### config.mk
export PLATFORM = sky130hd
export DESIGN_NAME = adc_digit_formatter
export DESIGN_NICKNAME = d
export VERILOG_FILES = /design/src/rtl/adc_digit_formatter.sv
export SDC_FILE = /design/constraint.sdc
export NUM_CORES = 1
export LEC_CHECK = 0
export CORE_MARGIN = 4
export CORE_UTILIZATION = 55
export DETAILED_ROUTE_END_ITERATION = 8
export PLACE_DENSITY_LB_ADDON = 0.15
export RECOVER_POWER = 50
export SLEW_MARGIN = 20
export SYNTH_ARGS = -nofsm -noshare
export SYNTH_HDL_FRONTEND = slang
export SYNTH_SLANG_ARGS = --single-unit
export TNS_END_PERCENT = 30
### constraint.sdc
create_clock -name clk -period 2.9 [get_ports clk]
set_input_delay 0.58 -clock clk [delete_from_list [all_inputs] [get_ports clk]]
set_output_delay 0.58 -clock clk [all_outputs]
set_load 0.02 [all_outputs]
### src/rtl/adc_digit_formatter.sv
// rtl/adc_digit_formatter.sv - ADC sample to per-digit display code formatter (double-dabble BCD)
// Optional feature macro: ADC_FMT_HEX_MODE_EN adds a hex_mode input for direct hexadecimal display.
module adc_digit_formatter #(
    parameter int DATA_W         = 12,
    parameter int DIGITS         = 4,
    parameter int REFRESH_CYCLES = 5000000
) (
    input  logic                  clk,
    input  logic                  rst_n,
    input  logic [DATA_W-1:0]     sample,
    input  logic                  sample_valid,
    input  logic                  hold,
`ifdef ADC_FMT_HEX_MODE_EN
    input  logic                  hex_mode,
`endif
    output logic [5*DIGITS-1:0]   digits,
    output logic                  busy,
    output logic                  update
);

    localparam int BCD_W = 4 * DIGITS;
    localparam int CNT_W = $clog2(REFRESH_CYCLES);
    localparam int BIT_W = $clog2(DATA_W + 1);
    localparam logic [CNT_W-1:0] CNT_RELOAD = CNT_W'(REFRESH_CYCLES - 1);
    localparam logic [4:0] CODE_DASH  = 5'h10;
    localparam logic [4:0] CODE_BLANK = 5'h1F;

    typedef enum logic [1:0] {IDLE, LOAD, SHIFT, DONE} state_t;
    state_t state, state_nx;

    logic [CNT_W-1:0]    refresh_cnt;
    logic                tick;
    logic [DATA_W-1:0]   sample_reg;
    logic                pending;
    logic [DATA_W-1:0]   shift_reg;
    logic [BCD_W-1:0]    bcd;
    logic                ovf;
    logic [BIT_W-1:0]    bit_cnt;
    logic                start;
    logic                write_digits;
    logic                hex_sel;
    logic [BCD_W-1:0]    bcd_adj;
    logic [BCD_W-1:0]    bcd_nx;
    logic                ovf_nx;
    logic [BCD_W-1:0]    fmt_nib;
    logic                fmt_ovf;
    logic                fmt_seen;
    logic [5*DIGITS-1:0] fmt_codes;

    assign tick = (refresh_cnt == '0);

    always_ff @(posedge clk or negedge rst_n) begin
        if (!rst_n) begin
            refresh_cnt <= CNT_RELOAD;
        end else if (tick) begin
            refresh_cnt <= CNT_RELOAD;
        end else begin
            refresh_cnt <= refresh_cnt - CNT_W'(1);
        end
    end

    // Capture is independent of the FSM; a capture coinciding with a start keeps pending set.
    always_ff @(posedge clk or negedge rst_n) begin
        if (!rst_n) begin
            sample_reg <= '0;
            pending    <= 1'b0;
        end else begin
            if (sample_valid) begin
                sample_reg <= sample;
                pending    <= 1'b1;
            end else if (start) begin
                pending    <= 1'b0;
            end
        end
    end

    always_ff @(posedge clk or negedge rst_n) begin
        if (!rst_n) begin
            state <= IDLE;
        end else begin
            state <= state_nx;
        end
    end

    always_comb begin
        state_nx     = state;
        start        = 1'b0;
        write_digits = 1'b0;
        case (state)
            IDLE: begin
                if (tick && pending && !hold) begin
                    start    = 1'b1;
                    state_nx = LOAD;
                end
            end
            LOAD: begin
                if (hex_sel) begin
                    write_digits = 1'b1;
                    state_nx     = DONE;
                end else begin
                    state_nx = SHIFT;
                end
            end
            SHIFT: begin
                if (bit_cnt == BIT_W'(1)) begin
                    write_digits = 1'b1;
                    state_nx     = DONE;
                end
            end
            DONE:    state_nx = IDLE;
            default: state_nx = IDLE;
        endcase
    end

    // One double-dabble step: add-3 correction on every nibble, then shift the next sample bit in.
    always_comb begin
        bcd_adj = bcd;
        for (int i = 0; i < DIGITS; i++) begin
            if (bcd[4*i +: 4] >= 4'd5) begin
                bcd_adj[4*i +: 4] = bcd[4*i +: 4] + 4'd3;
            end
        end
        bcd_nx = {bcd_adj[BCD_W-2:0], shift_reg[DATA_W-1]};
        ovf_nx = ovf | bcd_adj[BCD_W-1];
    end

    always_ff @(posedge clk or negedge rst_n) begin
        if (!rst_n) begin
            shift_reg <= '0;
            bcd       <= '0;
            ovf       <= 1'b0;
            bit_cnt   <= '0;
        end else begin
            case (state)
                LOAD: begin
                    shift_reg <= sample_reg;
                    bcd       <= '0;
                    ovf       <= 1'b0;
                    bit_cnt   <= BIT_W'(DATA_W);
                end
                SHIFT: begin
                    shift_reg <= shift_reg << 1;
                    bcd       <= bcd_nx;
                    ovf       <= ovf_nx;
                    bit_cnt   <= bit_cnt - BIT_W'(1);
                end
                default: ;
            endcase
        end
    end

`ifdef ADC_FMT_HEX_MODE_EN
    localparam int EXT_W = (DATA_W > BCD_W) ? DATA_W : BCD_W;
    logic [EXT_W-1:0] sample_ext;

    // hex_mode only matters in LOAD, so a change mid-conversion cannot redirect the result source.
    assign hex_sel    = hex_mode && (state == LOAD);
    assign sample_ext = EXT_W'(sample_reg);
    assign fmt_nib    = hex_sel ? sample_ext[BCD_W-1:0] : bcd_nx;
    assign fmt_ovf    = hex_sel ? |(sample_ext >> BCD_W) : ovf_nx;
`else
    assign hex_sel = 1'b0;
    assign fmt_nib = bcd_nx;
    assign fmt_ovf = ovf_nx;
`endif

    // Scan from the top digit; zeros above the first nonzero digit blank, digit 0 always shows.
    always_comb begin
        fmt_codes = '0;
        fmt_seen  = 1'b0;
        for (int i = DIGITS - 1; i >= 0; i--) begin
            if (fmt_ovf) begin
                fmt_codes[5*i +: 5] = CODE_DASH;
            end else if ((fmt_nib[4*i +: 4] == 4'd0) && !fmt_seen && (i != 0)) begin
                fmt_codes[5*i +: 5] = CODE_BLANK;
            end else begin
                fmt_codes[5*i +: 5] = {1'b0, fmt_nib[4*i +: 4]};
                fmt_seen            = 1'b1;
            end
        end
    end

    always_ff @(posedge clk or negedge rst_n) begin
        if (!rst_n) begin
            digits <= {DIGITS{CODE_BLANK}};
            update <= 1'b0;
            busy   <= 1'b0;
        end else begin
            update <= write_digits;
            if (write_digits) begin
                digits <= fmt_codes;
            end
            if (state == LOAD) begin
                busy <= 1'b1;
            end else if (state == DONE) begin
                busy <= 1'b0;
            end
        end
    end

endmodule
**After elaboration in Yosys (flattened, before gate mapping)**

Cells that the tools add are included.

- Bits in registers: 93
- Input port bits: 16
- Output and inout bits: 22
- Logic and storage cells: 75

- Add/sub/neg operators: 6
- Order comparisons: 4
- Equality and inequality tests: 6
- Mux-type cells: 31
- Bitwise operators: 1
- Reductions and logical operators: 16

Operators by type and width:

| operator | number |
|---|---|
| $mux W5 | 7 |
| $pmux W16 S2 | 1 |
| $pmux W12 S2 | 1 |
| $logic_not A23 Y1 | 1 |
| $mux W23 | 1 |
| $sub A23 B1 Y23 const B | 1 |
| $add A4 B2 Y4 const B | 4 |
| $ge A4 B3 Y1 const B | 4 |
| $mux W4 | 4 |
| $logic_not A4 Y1 | 3 |
| $mux W1 | 12 |
| $pmux W2 S4 | 1 |
| $pmux W4 S2 | 1 |
| $reduce_bool A2 Y1 | 3 |
| $eq A2 B2 Y1 const B | 2 |
| $eq A4 B1 Y1 const B | 1 |
| $logic_and A1 B1 Y1 | 4 |
| $mux W2 | 2 |
| $ne A2 B2 Y1 const B | 2 |
| $sub A4 B1 Y4 const B | 1 |
| $logic_not A1 Y1 | 3 |
| $eq A2 B1 Y1 const B | 1 |
| $logic_not A2 Y1 | 1 |
| $pmux W1 S2 | 1 |
| 2 further kinds | 2 |

**Longest topological paths before layout**

- Word-level depth: 13
- Mapped depth: 8
- Mapped depth without buffers: 7

**Worst setup path before layout**

No wires, ideal clock.

- Path type: flip-flop to flip-flop
- From: register bcd[12]
- To: register digits[10]
- Arrival time: 2.083 ns
- Data required time: 2.805 ns
- Slack: 0.722 ns
- Stages on the path, launching flop included: 7
- Buffers on the path: 0
- Cells stage by stage: dfrtp_1 -> ha_1 -> nand2b_1 -> a21oi_1 -> mux2i_1 -> o2111ai_1 -> a311oi_1

- Word-level cells in the longest chain between the ends: 9

Ends and longest elaborated chain:

| item | RTL line | text |
|---|---|---|
| start: declaration | 36 | `logic [BCD_W-1:0] bcd;` |
| start signal: assignment | 143 | `bcd <= bcd_nx;` |
| $add A4 B2 Y4 or $ge A4 B3 Y1 (tied branches) | 120, 119 |  |
| $mux W4 (*) | 119 | `if (bcd[4*i +: 4] >= 4'd5) begin` |
| $logic_not A4 Y1 | 174 | `end else if ((fmt_nib[4*i +: 4] == 4'd0) && !fmt_seen && (i != 0)) begin` |
| $mux W1 | 174 |  |
| $mux W1 | 172 | `if (fmt_ovf) begin` |
| $logic_not A1 Y1 | 174 |  |
| $logic_and A1 B1 Y1 | 174 |  |
| $mux W5 | 174 |  |
| $mux W5 (*) | 172 |  |
| end signal: assignment | 185 | `digits <= {DIGITS{CODE_BLANK}};` |
| end signal: assignment | 191 | `digits <= fmt_codes;` |
| end: declaration | 16 | `output logic [5*DIGITS-1:0] digits,` |

Every way passes the cells marked *; elsewhere a longest branch is shown, timed or not.
A chain may end at the register's enable or synchronous reset.

**Final worst setup path**

- From: register bcd[12]
- To: register digits[12]

Same word-level chain as after synthesis.

==> reports/qor.yml <==
finish:
  mostFrequentLayoutCell: "dfrtp_1"
  regArea_um2: 2370
  reg_top3: "refresh_cnt (23), digits (20), bcd (16)"
  drive_above_1_share_pct: 17.6
  fillCellCount: 625
  largest_register: "refresh_cnt"
  final_area_um2: 5150
  postLayoutCoreUtil_pct: 66.0
  num_antenna_cells: 0
  multi_input_area_um2: 1940
  layout.nets: 498
  area_delta_synth_final_pct: 15.2
  layout_common_cells: "60 x dfrtp_1, 38 x nor2_1, 35 x clkdlybuf4s50_1"
  largest_register_ff_count: 23
logic_synthesis:
  synthArstFlopShare_pct: 100
  synth.cell_area_um2: 4470
  syn_avg_cell_area_um2: 10.5
  ys_ff_latch: 93
  synth_edf_count: 0
  ys_seq_area_share_pct: 53.0
  synth_nets: 459
  synth.distinct_cells: 49
  syn-instance-count: 427
  synth_ff_type: "dfrtp_1"
  yosys_warnings: 0
worst_setup_path:
  r2r_start: "bcd[12]$_DFFE_PN0P_"
  cp_max_fo: 10
  timing.rr.end: "digits[12]$_DFFE_PN1P_"
  cp.arrival_ns: 2.80
  worstSetupStartpoint: "bcd[12]$_DFFE_PN0P_"
  r2r_cells: 7
  critPathRequiredTime_ns: 3.16
  cp-end-kind: "flip-flop"
  rrSetupSlack_ns: 0.35
  critPathCapture: "digits[12]$_DFFE_PN1P_"
  crit_type: "flip-flop to flip-flop"
  critPathLaunchType: "flip-flop"
drt:
  dr_total_vias: 3234
  wl_per_cell_um: 15.1
  drtAntennaViolNets: 0
  dr.pass1.iters: 4
  drc: 0
  drtIter0Drc: 146
  routed_via_density: 5.64
  routed_wl_mm: 8.67
floorplan:
  floorplan.initialDensity_pct: 57.3
  die_h_um: 98.2
  io_pins: 38
  coreArea_um2: 7810
  row_count: 32
  die_area_um2: 9640
  fp.dieW_um: 98.2
timing:
  hold_violations: 0
  tns_ns: 0
  period_minus_slack_ns: 2.55
  maxSlewViolCount: 30
  setup_viol: 0
  fin_worst_skew_ns: 0.0125
  slew_headroom_pct: -2.05
  rsz0062_at_grt: "false"
  worst_pin_slew_ns: 1.53
  post-route-period-util_pct: 87.8
  timing.hold.ws_ns: 0.473
  max_freq_mhz: 393
clocking:
  cts_tree: "done"
  ctsHoldBuffers: 0
  cts_buffer_depth: 2
  post_cts.repair.setup_buffers: 0
  clk_pin_slew_ns: 0.09
  root_buffer: "clkbuf_8"
  insertion_delay_ns: 0.35
  cts_buffers: 9
  htreeDepth: 3
  cts.sinks: 93
  cts_resized: 0
power_and_ir_drop:
  power.leakage_nw: 2.20
  power_density_nw_per_um2: 759
  vdd.ir_drop.worst_mv: 0.454
grt:
  grt_start_max_net_pins: 45
  antenna_found_initial: 0
  grt_overflow_total: 0
  grt_pass1_vias: 3178
  track_usage_pct: 19.2
  grt_pass1_wl_mm: 15.1
hold_path:
  hp-class: "flip-flop to flip-flop"
  hp-start: "digits[2]$_DFFE_PN1P_"
placement:
  gp_congestion: 0.867
  place_area_um2: 4970
  port_buffers: 37
  hpwl_mm: 6.16
run_status:
  status: "finished with violations"
  violations: "capacitance limit, slew limit"
job:
  max_cap_viol_count: 1
## worst min path at each step
stage                                     to  slack [ns]  cells past startpoint
CTS                         update$_DFF_PN0_        0.15                      1
global placement    refresh_cnt[0]$_DFF_PN1_        0.44                      1
global route           digits[1]$_DFFE_PN1P_        0.50                      2
floorplan                 bcd[0]$_DFFE_PN0P_        0.28                      0
detailed placement  refresh_cnt[0]$_DFF_PN1_        0.45                      1
finish                 digits[2]$_DFFE_PN1P_        0.47                      2
## worst max-delay path, cell delays in order (launching register included)
cell       delay (ns)
dfrtp_1          0.44
inv_1            0.10
ha_1             0.20
nand2b_1         0.08
a21oi_1          0.34
mux2i_1          0.53
o2111ai_2        0.39
a311oi_1         0.38
## metal layers
layer / GRT usage (%) / vias up / wire, um
met5: 0 / - / 0
met4: 5.88 / 0 / 105
met3: 4.43 / 13 / 392
met2: 30.3 / 72 / 4180
met1: 26.6 / 1567 / 3990
li1: - / 1582 / -
## per-stage QoR
stage               worst slack [ns]  power (W)  instances
CTS                            0.252    0.00393        573
global route                  0.0787    0.00417        573
detailed placement             0.289    0.00305        557
global placement               0.494    0.00300        557
floorplan                      0.722    0.00256        427
finish                         0.355    0.00391        573
## cell type report
type	instances	area share, %
clock inverter	3	0.899
multi-input combinational	291	37.7
tap	102	2.48
timing repair buffer	45	8.14
sequential	93	46.0
inverter	26	1.89
clock buffer	13	2.89
## cell families (layout without fill, tap and decap cells)
| group | count (synthesis) | count (layout) | synth area share, % |
|---|---|---|---|
| buf+inv | 43 | 87 | 3.72 |
| flops | 93 | 93 | 53.0 |
| xor+xnor | 18 | 18 | 3.53 |
| simple gates | 139 | 139 | 16.0 |
| compound gates | 89 | 89 | 12.3 |
| mux | 29 | 29 | 6.94 |
| fa+ha+maj | 16 | 16 | 4.48 |
## synthesized netlist by cell type (all sizes together), types with 3 or more instances
cell / count / area [um2]
nor2b: 4 / 25.0
nand2: 33 / 124
o22ai: 13 / 81.3
mux2i: 13 / 130
o221ai: 4 / 35.0
dfstp: 33 / 867
o21ai: 20 / 100
nand3b: 4 / 30.0
o31ai: 3 / 22.5
mux2: 16 / 180
inv: 26 / 97.6
dfrtp: 60 / 1500
buf: 5 / 22.5
nor3: 16 / 85.1
a311oi: 4 / 35.0
nand2b: 3 / 18.8
nor2: 38 / 143
clkbuf: 12 / 46.3
ha: 16 / 200
and3b: 3 / 26.3
nor3b: 3 / 22.5
nand4: 4 / 25.0
a21oi: 30 / 150
or3: 9 / 58.8
nor4: 4 / 40.0
or4: 4 / 41.3
xnor2: 12 / 105
a21o: 4 / 30.0
xor2: 6 / 52.6
nand3: 10 / 50.1
## power breakdown
part	internal [W]	leakage [nW]	total (W)	switching [W]
clock	0.000426	0.0938	0.000865	0.000440
sequential	0.00159	1.13	0.00174	0.000153
combinational	0.000574	0.976	0.00130	0.000730
Note: power is estimated with default switching activity, not from simulation.
